## src/rtl/fnn_pkg.sv

```systemverilog
// Shared types and default constants for the fully connected network datapath.
// Contents:
//   ser_state_t     - layer_serializer FSM states
//   FNN_DATA_WIDTH  - default neuron word width
//   FNN_SER_GAP     - default idle cycles between serial bursts
package fnn_pkg;

  typedef enum logic [1:0] {
    SER_IDLE,
    SER_SEND,
    SER_GAP
  } ser_state_t;

  localparam int FNN_DATA_WIDTH = 16;
  localparam int FNN_SER_GAP    = 8;

endpackage

```

## src/rtl/ser_bank.sv

```systemverilog
// One capture bank of the layer serializer: holds a full layer result and
// presents one selected word of it.
// Ports:
//   clk, rst  - clock and synchronous active-high reset (clears the full flag)
//   load      - capture in_data into the bank and mark it full
//   clear     - mark the bank empty (last word has been issued)
//   in_data   - numNeurons packed words, word k at [k*dataWidth +: dataWidth]
//   sel       - index of the word presented on word
//   word      - selected stored word
//   full      - bank holds a result not yet completely sent
module ser_bank #(
  parameter int numNeurons = 30,
  parameter int dataWidth  = 16,
  localparam int IDX_W     = $clog2(numNeurons)
) (
  input  logic                            clk,
  input  logic                            rst,
  input  logic                            load,
  input  logic                            clear,
  input  logic [numNeurons*dataWidth-1:0] in_data,
  input  logic [IDX_W-1:0]                sel,
  output logic [dataWidth-1:0]            word,
  output logic                            full
);

  logic [dataWidth-1:0] mem [numNeurons];

  // A load and a clear can coincide when the bank is released on its last
  // beat and refilled in the same cycle; the new result must win.
  always_ff @(posedge clk) begin
    if (rst)
      full <= 1'b0;
    else if (load)
      full <= 1'b1;
    else if (clear)
      full <= 1'b0;
  end

  always_ff @(posedge clk) begin
    if (load) begin
      for (int k = 0; k < numNeurons; k++)
        mem[k] <= in_data[k*dataWidth +: dataWidth];
    end
  end

  assign word = mem[sel];

endmodule

```

## src/rtl/layer_serializer.sv

```systemverilog
// Transmit end of the inter-layer neuron stream. Captures a whole layer result
// in one cycle into one of two banks and replays it as a gapless burst of
// numNeurons words, followed by at least interBurstGap idle cycles.
// Ports:
//   clk, rst   - clock and synchronous active-high reset
//   in_data    - parallel neuron outputs, word k at [k*dataWidth +: dataWidth]
//   in_valid   - single-cycle capture strobe
//   out_data   - serial word to the next layer (registered)
//   out_valid  - out_data valid this cycle (registered)
//   busy       - a bank is occupied or a burst/gap is in progress
//   overflow   - sticky; a capture was dropped because both banks were full
module layer_serializer
  import fnn_pkg::*;
#(
  parameter int numNeurons    = 30,
  parameter int dataWidth     = FNN_DATA_WIDTH,
  parameter int interBurstGap = FNN_SER_GAP
) (
  input  logic                            clk,
  input  logic                            rst,
  input  logic [numNeurons*dataWidth-1:0] in_data,
  input  logic                            in_valid,
  output logic [dataWidth-1:0]            out_data,
  output logic                            out_valid,
  output logic                            busy,
  output logic                            overflow
);

  localparam int IDX_W = $clog2(numNeurons);
  localparam int GAP_W = $clog2(interBurstGap + 1);

  ser_state_t           state, state_next;
  logic [IDX_W-1:0]     idx, idx_next;
  logic [GAP_W-1:0]     gap_cnt, gap_next;
  logic                 wr_ptr, rd_ptr;
  logic [1:0]           full, load, clear;
  logic [dataWidth-1:0] bank_word [2];
  logic [IDX_W-1:0]     read_sel;
  logic                 release_now, bank_free, capture, drop;
  logic [dataWidth-1:0] out_data_next;
  logic                 out_valid_next;

  for (genvar b = 0; b < 2; b++) begin : g_bank
    ser_bank #(
      .numNeurons(numNeurons),
      .dataWidth (dataWidth)
    ) u_bank (
      .clk    (clk),
      .rst    (rst),
      .load   (load[b]),
      .clear  (clear[b]),
      .in_data(in_data),
      .sel    (read_sel),
      .word   (bank_word[b]),
      .full   (full[b])
    );
  end

  // The state/idx registers describe what is on the output registers right
  // now, so the bank is read one word ahead (idx+1) to feed the next beat.
  // Full banks always form a run starting at rd_ptr, hence when both are
  // full the write pointer equals the read pointer and a release frees it.
  always_comb begin
    release_now = (state == SER_SEND) && (idx == IDX_W'(numNeurons - 1));
    bank_free   = !full[wr_ptr] || (release_now && (wr_ptr == rd_ptr));
    capture     = in_valid && bank_free;
    drop        = in_valid && !bank_free;
    load        = '0;
    clear       = '0;
    if (capture)
      load[wr_ptr] = 1'b1;
    if (release_now)
      clear[rd_ptr] = 1'b1;
    read_sel = '0;
    if ((state == SER_SEND) && !release_now)
      read_sel = idx + IDX_W'(1);
  end

  // Next-state and next-output logic. From IDLE a result arriving this very
  // cycle into the empty read bank is forwarded straight from in_data so the
  // first beat appears the cycle after the strobe. The GAP state covers all
  // but one idle cycle; the final one is spent in IDLE choosing the next bank.
  always_comb begin
    state_next     = state;
    idx_next       = idx;
    gap_next       = gap_cnt;
    out_valid_next = 1'b0;
    out_data_next  = '0;
    unique case (state)
      SER_IDLE: begin
        if (full[rd_ptr]) begin
          state_next     = SER_SEND;
          idx_next       = '0;
          out_valid_next = 1'b1;
          out_data_next  = bank_word[rd_ptr];
        end else if (capture) begin
          state_next     = SER_SEND;
          idx_next       = '0;
          out_valid_next = 1'b1;
          out_data_next  = in_data[dataWidth-1:0];
        end
      end
      SER_SEND: begin
        if (release_now) begin
          state_next = SER_GAP;
          idx_next   = '0;
          gap_next   = GAP_W'(interBurstGap - 1);
        end else begin
          idx_next       = idx + IDX_W'(1);
          out_valid_next = 1'b1;
          out_data_next  = bank_word[rd_ptr];
        end
      end
      SER_GAP: begin
        if (gap_cnt <= GAP_W'(1)) begin
          state_next = SER_IDLE;
          gap_next   = '0;
        end else begin
          gap_next = gap_cnt - GAP_W'(1);
        end
      end
      default: begin
        state_next = SER_IDLE;
      end
    endcase
  end

  // State, pointers and registered outputs. busy reflects the occupancy seen
  // in the previous cycle, including a capture being accepted then.
  always_ff @(posedge clk) begin
    if (rst) begin
      state     <= SER_IDLE;
      idx       <= '0;
      gap_cnt   <= '0;
      wr_ptr    <= 1'b0;
      rd_ptr    <= 1'b0;
      out_data  <= '0;
      out_valid <= 1'b0;
      busy      <= 1'b0;
      overflow  <= 1'b0;
    end else begin
      state     <= state_next;
      idx       <= idx_next;
      gap_cnt   <= gap_next;
      out_data  <= out_data_next;
      out_valid <= out_valid_next;
      busy      <= (state != SER_IDLE) || (|full) || capture;
      if (capture)
        wr_ptr <= ~wr_ptr;
      if (release_now)
        rd_ptr <= ~rd_ptr;
      if (drop)
        overflow <= 1'b1;
    end
  end

endmodule

```

## config.mk

```make
export PLATFORM = sky130hd
export DESIGN_NAME = layer_serializer
export DESIGN_NICKNAME = d
export VERILOG_FILES = /design/src/rtl/fnn_pkg.sv /design/src/rtl/ser_bank.sv /design/src/rtl/layer_serializer.sv
export SDC_FILE = /design/constraint.sdc
export NUM_CORES = 1
export LEC_CHECK = 0
export BUFFER_PORTS_ARGS = -buffer_cell sky130_fd_sc_hd__buf_4
export CAP_MARGIN = 20
export CELL_PAD_IN_SITES_DETAIL_PLACEMENT = 0
export CELL_PAD_IN_SITES_GLOBAL_PLACEMENT = 1
export CORE_ASPECT_RATIO = 0.9
export CORE_MARGIN = 8
export CORE_UTILIZATION = 54
export DETAILED_ROUTE_END_ITERATION = 8
export GPL_ROUTABILITY_DRIVEN = 0
export PLACE_DENSITY_LB_ADDON = 0.1
export SLEW_MARGIN = 20
export SYNTH_ARGS = -nofsm -noshare
export SYNTH_HDL_FRONTEND = slang
export SYNTH_HIERARCHICAL = 1
export SYNTH_SLANG_ARGS = --single-unit
```

## constraint.sdc

```tcl
create_clock -name clk -period 62.1 [get_ports clk]
set_clock_uncertainty 0.1 [all_clocks]
set_input_delay 6.21 -clock clk [delete_from_list [all_inputs] [get_ports clk]]
set_output_delay 6.21 -clock clk [all_outputs]
set_load 0.02 [all_outputs]
```

**Word level (Yosys, flattened, before mapping)**

Memory sizes are Yosys's and may differ from the RTL's.
Cells that the tools add are included.
W data, S select, Z words.

- Register bits after elaboration: 34
- Word-level logic and storage cells: 96
- Output and inout bits: 19
- Bits of input ports: 483
- Bits in writable memories: 960
- Memories: 2

- Eq/ne operators: 7
- $lt $le $gt $ge: 6
- Reduce and logical (&&, ||, !) cells: 23
- Multiplexer cells: 42
- Bitwise operators: 3
- $add $sub $neg: 2

Memories:

| memory | depth | width | read ports | clocked after Yosys merged registers in | write ports | RTL line | RTL |
|---|---|---|---|---|---|---|---|
| g_bank[0].u_bank.mem | 30 | 16 | 1 | 0 | 30 | ser_bank.sv:26 | `logic [dataWidth-1:0] mem [numNeurons];` |
| g_bank[1].u_bank.mem | 30 | 16 | 1 | 0 | 30 | ser_bank.sv:26 |  |

Operators by type and width:

| kind | count |
|---|---|
| $mux W16 | 6 |
| $pmux W16 S2 | 1 |
| $mux W5 | 4 |
| $mux W1 | 17 |
| $mux W2 | 6 |
| $pmux W5 S2 | 1 |
| $reduce_bool A2 Y1 | 5 |
| $mux W4 | 2 |
| $pmux W4 S2 | 1 |
| $logic_and A1 B1 Y1 | 7 |
| $pmux W2 S3 | 1 |
| $add A5 B1 Y5 const B | 1 |
| $eq A5 B5 Y1 const B | 1 |
| $le A4 B1 Y1 const B | 1 |
| $lt A1 B2 Y1 const B | 2 |
| $ne A2 B2 Y1 const B | 2 |
| $reduce_and A2 Y1 | 2 |
| $sub A4 B1 Y4 const B | 1 |
| $logic_not A1 Y1 | 3 |
| $logic_or A1 B1 Y1 | 3 |
| $ne A3 B3 Y1 const B | 1 |
| $reduce_and A3 Y1 | 1 |
| $demux W1 S1 | 2 |
| $eq A2 B1 Y1 const B | 1 |
| 9 further kinds | 11 |

**Logic depth before layout (Yosys ltp)**

An unclocked memory read counts as a cell.

- Depth after elaboration: 11
- Gate-level depth with buffers: 16

**Cells and area by module**

The synthesis kept the hierarchy.

By module, submodules not included:

| module | times used | area each (um^2) | cells an instance |
|---|---|---|---|
| ser_bank | 2 | 18441.4 | 838 |
| layer_serializer | 1 | 1654.1 | 174 |

**Worst setup path after synthesis**

No wires, ideal clock.

- Path type: input-to-reg
- From: in in_valid
- To: mem g_bank[1].u_bank.mem[0][0], enable pin
- Setup slack: 34252 ps
- Setup time: 1337 ps
- Arrival time: 26410 ps
- Stages: 3
- Cells stage by stage: buf_2 -> nand2_1 -> nor2_1

RTL lines:

| element | RTL line | RTL |
|---|---|---|
| start: declaration | layer_serializer.sv:22 | `input logic in_valid,` |
| end: declaration | ser_bank.sv:26 |  |

==> impl_metrics.tcl <==
set metrics [dict create \
    status "finished, final reports clean" \
    relSlewSlack_pct 23.35 \
    synth-edff-count 960 \
    cp-start-kind "input pin" \
    drc 0 \
    synth_top_area_share_pct 74.81 \
    rsz0062_at_grt "false" \
    grt_pass1_vias 21540 \
    cts.clk_slew.worst_paths_ns 0.06 \
    ys_seq_area_share_pct 76.57 \
    grt_antenna_before_repair 14 \
    r2r_end "out_data[15]" \
    chipWidth_um 297.6 \
    crit-reg2reg-launch "state[0]" \
    drive_gt1_share_pct 36.32 \
    areaGrowthSynthToFinish_pct 20.01 \
    grt_first_pass_wirelength_um 142900 \
    ant_nets 0 \
    dieArea_um2 80180 \
    synthDistinctLibCells 60 \
    portBuffers 501 \
    cts-buffers-inserted 97 \
    worstHoldStart "gap_cnt[2]" \
    cts_sinks 994 \
    drtIter0Drc 1826 \
    multi_input_area_um2 8333 \
    syn_avg_cell_area_um2 20.83 \
    drtPass1Iterations 5 \
    synthesis.area_um2 38540 \
    postRouteWirelength_um 98410 \
    track_usage_pct 24.05 \
    period_share_pct 16.60 \
    seq_area_um2 29510 \
    cp-end-kind "flip-flop" \
    drv_slew 0 \
    htree_levels 3 \
    grt_max_degree 176 \
    fillers 4807 \
    ir_worst_vdd_uv 28.27 \
    instances_no_fill 3422 \
    synthFlopType "edfxtp_1" \
    power_density_nw_per_um2 32.69 \
    required_ns 62.27 \
    ys_async_sr_fraction_pct 0 \
    dp_hpwl_um 69710 \
    holdPathEnd "gap_cnt[2]" \
    cp_max_fo 81 \
    synth.area.top_cells "edfxtp_1 75%, mux4_2 9.9%, mux2i_1 2.9%, dfxtp_1 1.8%, o22ai_1 0.89%" \
    insertion_delay_ns 0.65 \
    cts.path.max_buffers 3 \
    cts_root_buf "clkbuf_16" \
    final_nets 2872 \
    tns_ns 0 \
    crit_arrival_ns 10.48 \
    synth_cells 1850 \
    ys_ff_latch 994 \
    whs_path_depth 2 \
    maxCapViolCount 0 \
    grt-ovfl-total 0 \
    hold_class "flip-flop to flip-flop" \
    critPathKind "input pin to flip-flop" \
    die_h_um 269.4 \
    routed_via_density 5.913 \
    placed_cells 3236 \
    reg2regPathDepth 11 \
    post-cts-setup-buffer-count 0 \
    cts_tree "built" \
    via_count 20230 \
    synth_warnings 6 \
    syn-num-nets 2337 \
    start_util_pct 54.20 \
    tightest_slew_ns 1.150 \
    fmax_mhz 96.98 \
    setup_violations 0 \
    p_leak_nw 15.59 \
    cts_resized 0 \
    io-pin-count 502 \
    hold_viol_final 0 \
    num_rows 93 \
    min_period_ns 10.31 \
    ff2ff_setup_slack_ns 55.87 \
    core_area_um2 71100 \
    synth_area_leader_cell "edfxtp_1" \
    wl_per_cell_um 28.76 \
    fin_util_pct 65.05 \
    cts_hold_buf 0 \
]
## cells by family after synthesis
| family | count (synthesis) | synth area share, % |
|---|---|---|
| AOI/OAI and AO/OA | 207 | 3.779 |
| muxes | 323 | 14.52 |
| and+or+nand+nor | 217 | 2.964 |
| xor gates and xnor gates | 4 | 0.09093 |
| DFF | 994 | 76.57 |
| adders and majority gates | 4 | 0.1299 |
| buffers and inverters | 101 | 1.942 |
## power breakdown
part,switching (mW),internal (mW)
Clock,0.248,0.329
Sequential,0.0106,0.784
Combinational,0.0761,0.0643
Total,0.334,1.18
## cell usage in the layout (no fill, tap or decap), drive strengths merged, types with 5 or more instances in the layout
cell,count
a211oi,10
a21oi,35
a221o,6
a221oi,6
a22o,12
a22oi,20
a31oi,9
and2,6
buf,527
bufinv,7
clkbuf,124
clkinv,40
dfxtp,34
diode,5
edfxtp,960
inv,16
mux2,30
mux2i,111
mux4,182
nand2,63
nand2b,15
nand3,17
nand4,7
nor2,26
nor2b,18
nor3,9
nor4,19
o211ai,19
o21ai,10
o22ai,55
o2bb2ai,13
or2,16
or3,6
## flip-flops by register name, indices dropped and copies added, names as in the netlist
register	cells
rd_ptr	1
out_data	16
g_bank.u_bank/full	2
g_bank.u_bank/mem	960
state	2
out_valid	1
overflow	1
idx	5
busy	1
wr_ptr	1
gap_cnt	4
## cells in the mapped netlist, types with 7 or more instances
master	n
edfxtp_1	960
mux4_2	170
mux2i_1	110
nand2_1	63
o22ai_1	55
a21oi_1	35
dfxtp_1	34
mux2_2	30
nor2_1	26
buf_2	25
buf_6	24
a22oi_1	20
nor4_1	19
o211ai_1	19
clkbuf_1	18
nor2b_1	18
nand3_1	17
nand2b_1	14
o2bb2ai_1	13
a22o_1	12
mux4_1	12
buf_4	10
inv_1	10
a31oi_1	9
o21ai_0	9
a211oi_1	8
nor3_1	8
or2_0	8
or2_2	8
nand4_1	7
## layer usage
metal | track usage [%] | up-vias | routed length, um
met2 | 40.59 | 817 | 50010
li1 | - | 8823 | -
met3 | 5.359 | 155 | 7542
met1 | 31.52 | 10420 | 38250
met4 | 6.776 | 14 | 2523
met5 | 0 | - | 79
## through the flow
step | area, um2 | power [mW] | worst slack, ns | hold WS (ns)
2_1_floorplan | 38540 | 0.9225 | 34.25 | 0.3740
3_3_place_gp | 43080 | 0.9458 | 50.95 | 0.3962
3_5_place_dp | 43080 | 0.9504 | 50.72 | 0.4126
4_1_cts | 46230 | 1.525 | 51.45 | 0.4292
5_1_grt | 46240 | 1.562 | 51.46 | 0.4582
6_report | 46250 | 1.512 | 51.79 | 0.4288
## worst max-delay path: stages
cell and delay [ns]:
buf_4 0.14, nand2_1 0.11, nor2_4 0.67, buf_6 0.70
buf_4 0.94, buf_4 0.68, buf_4 0.84
## cell type report
cell class	count	share of cell area [%]
diodes	5	0.02705
clock inverters	57	1.166
multi-input cells	755	18.02
flip-flops and latches	994	63.81
well taps	950	2.570
clock buffers	124	5.662
repair buffers	527	8.671
inverters	10	0.08116
## how the worst max path moves through the flow
| stage | from | endpoint | slack, ns | cells after the start |
|---|---|---|---|---|
| final | in_valid | g_bank[1].u_bank/mem[20][3] | 51.79 | 7 |
| after global routing | in_valid | g_bank[1].u_bank/mem[16][3] | 51.46 | 7 |
| after CTS | in_valid | g_bank[1].u_bank/mem[18][13] | 51.45 | 7 |
| after detailed placement | in_valid | g_bank[1].u_bank/mem[18][3] | 50.72 | 7 |
| after global placement | in_valid | g_bank[1].u_bank/mem[22][11] | 50.95 | 7 |
| after floorplan | in_valid | g_bank[1].u_bank/mem[0][0] | 34.25 | 3 |
No activity file was read; power rests on OpenSTA's default activity.
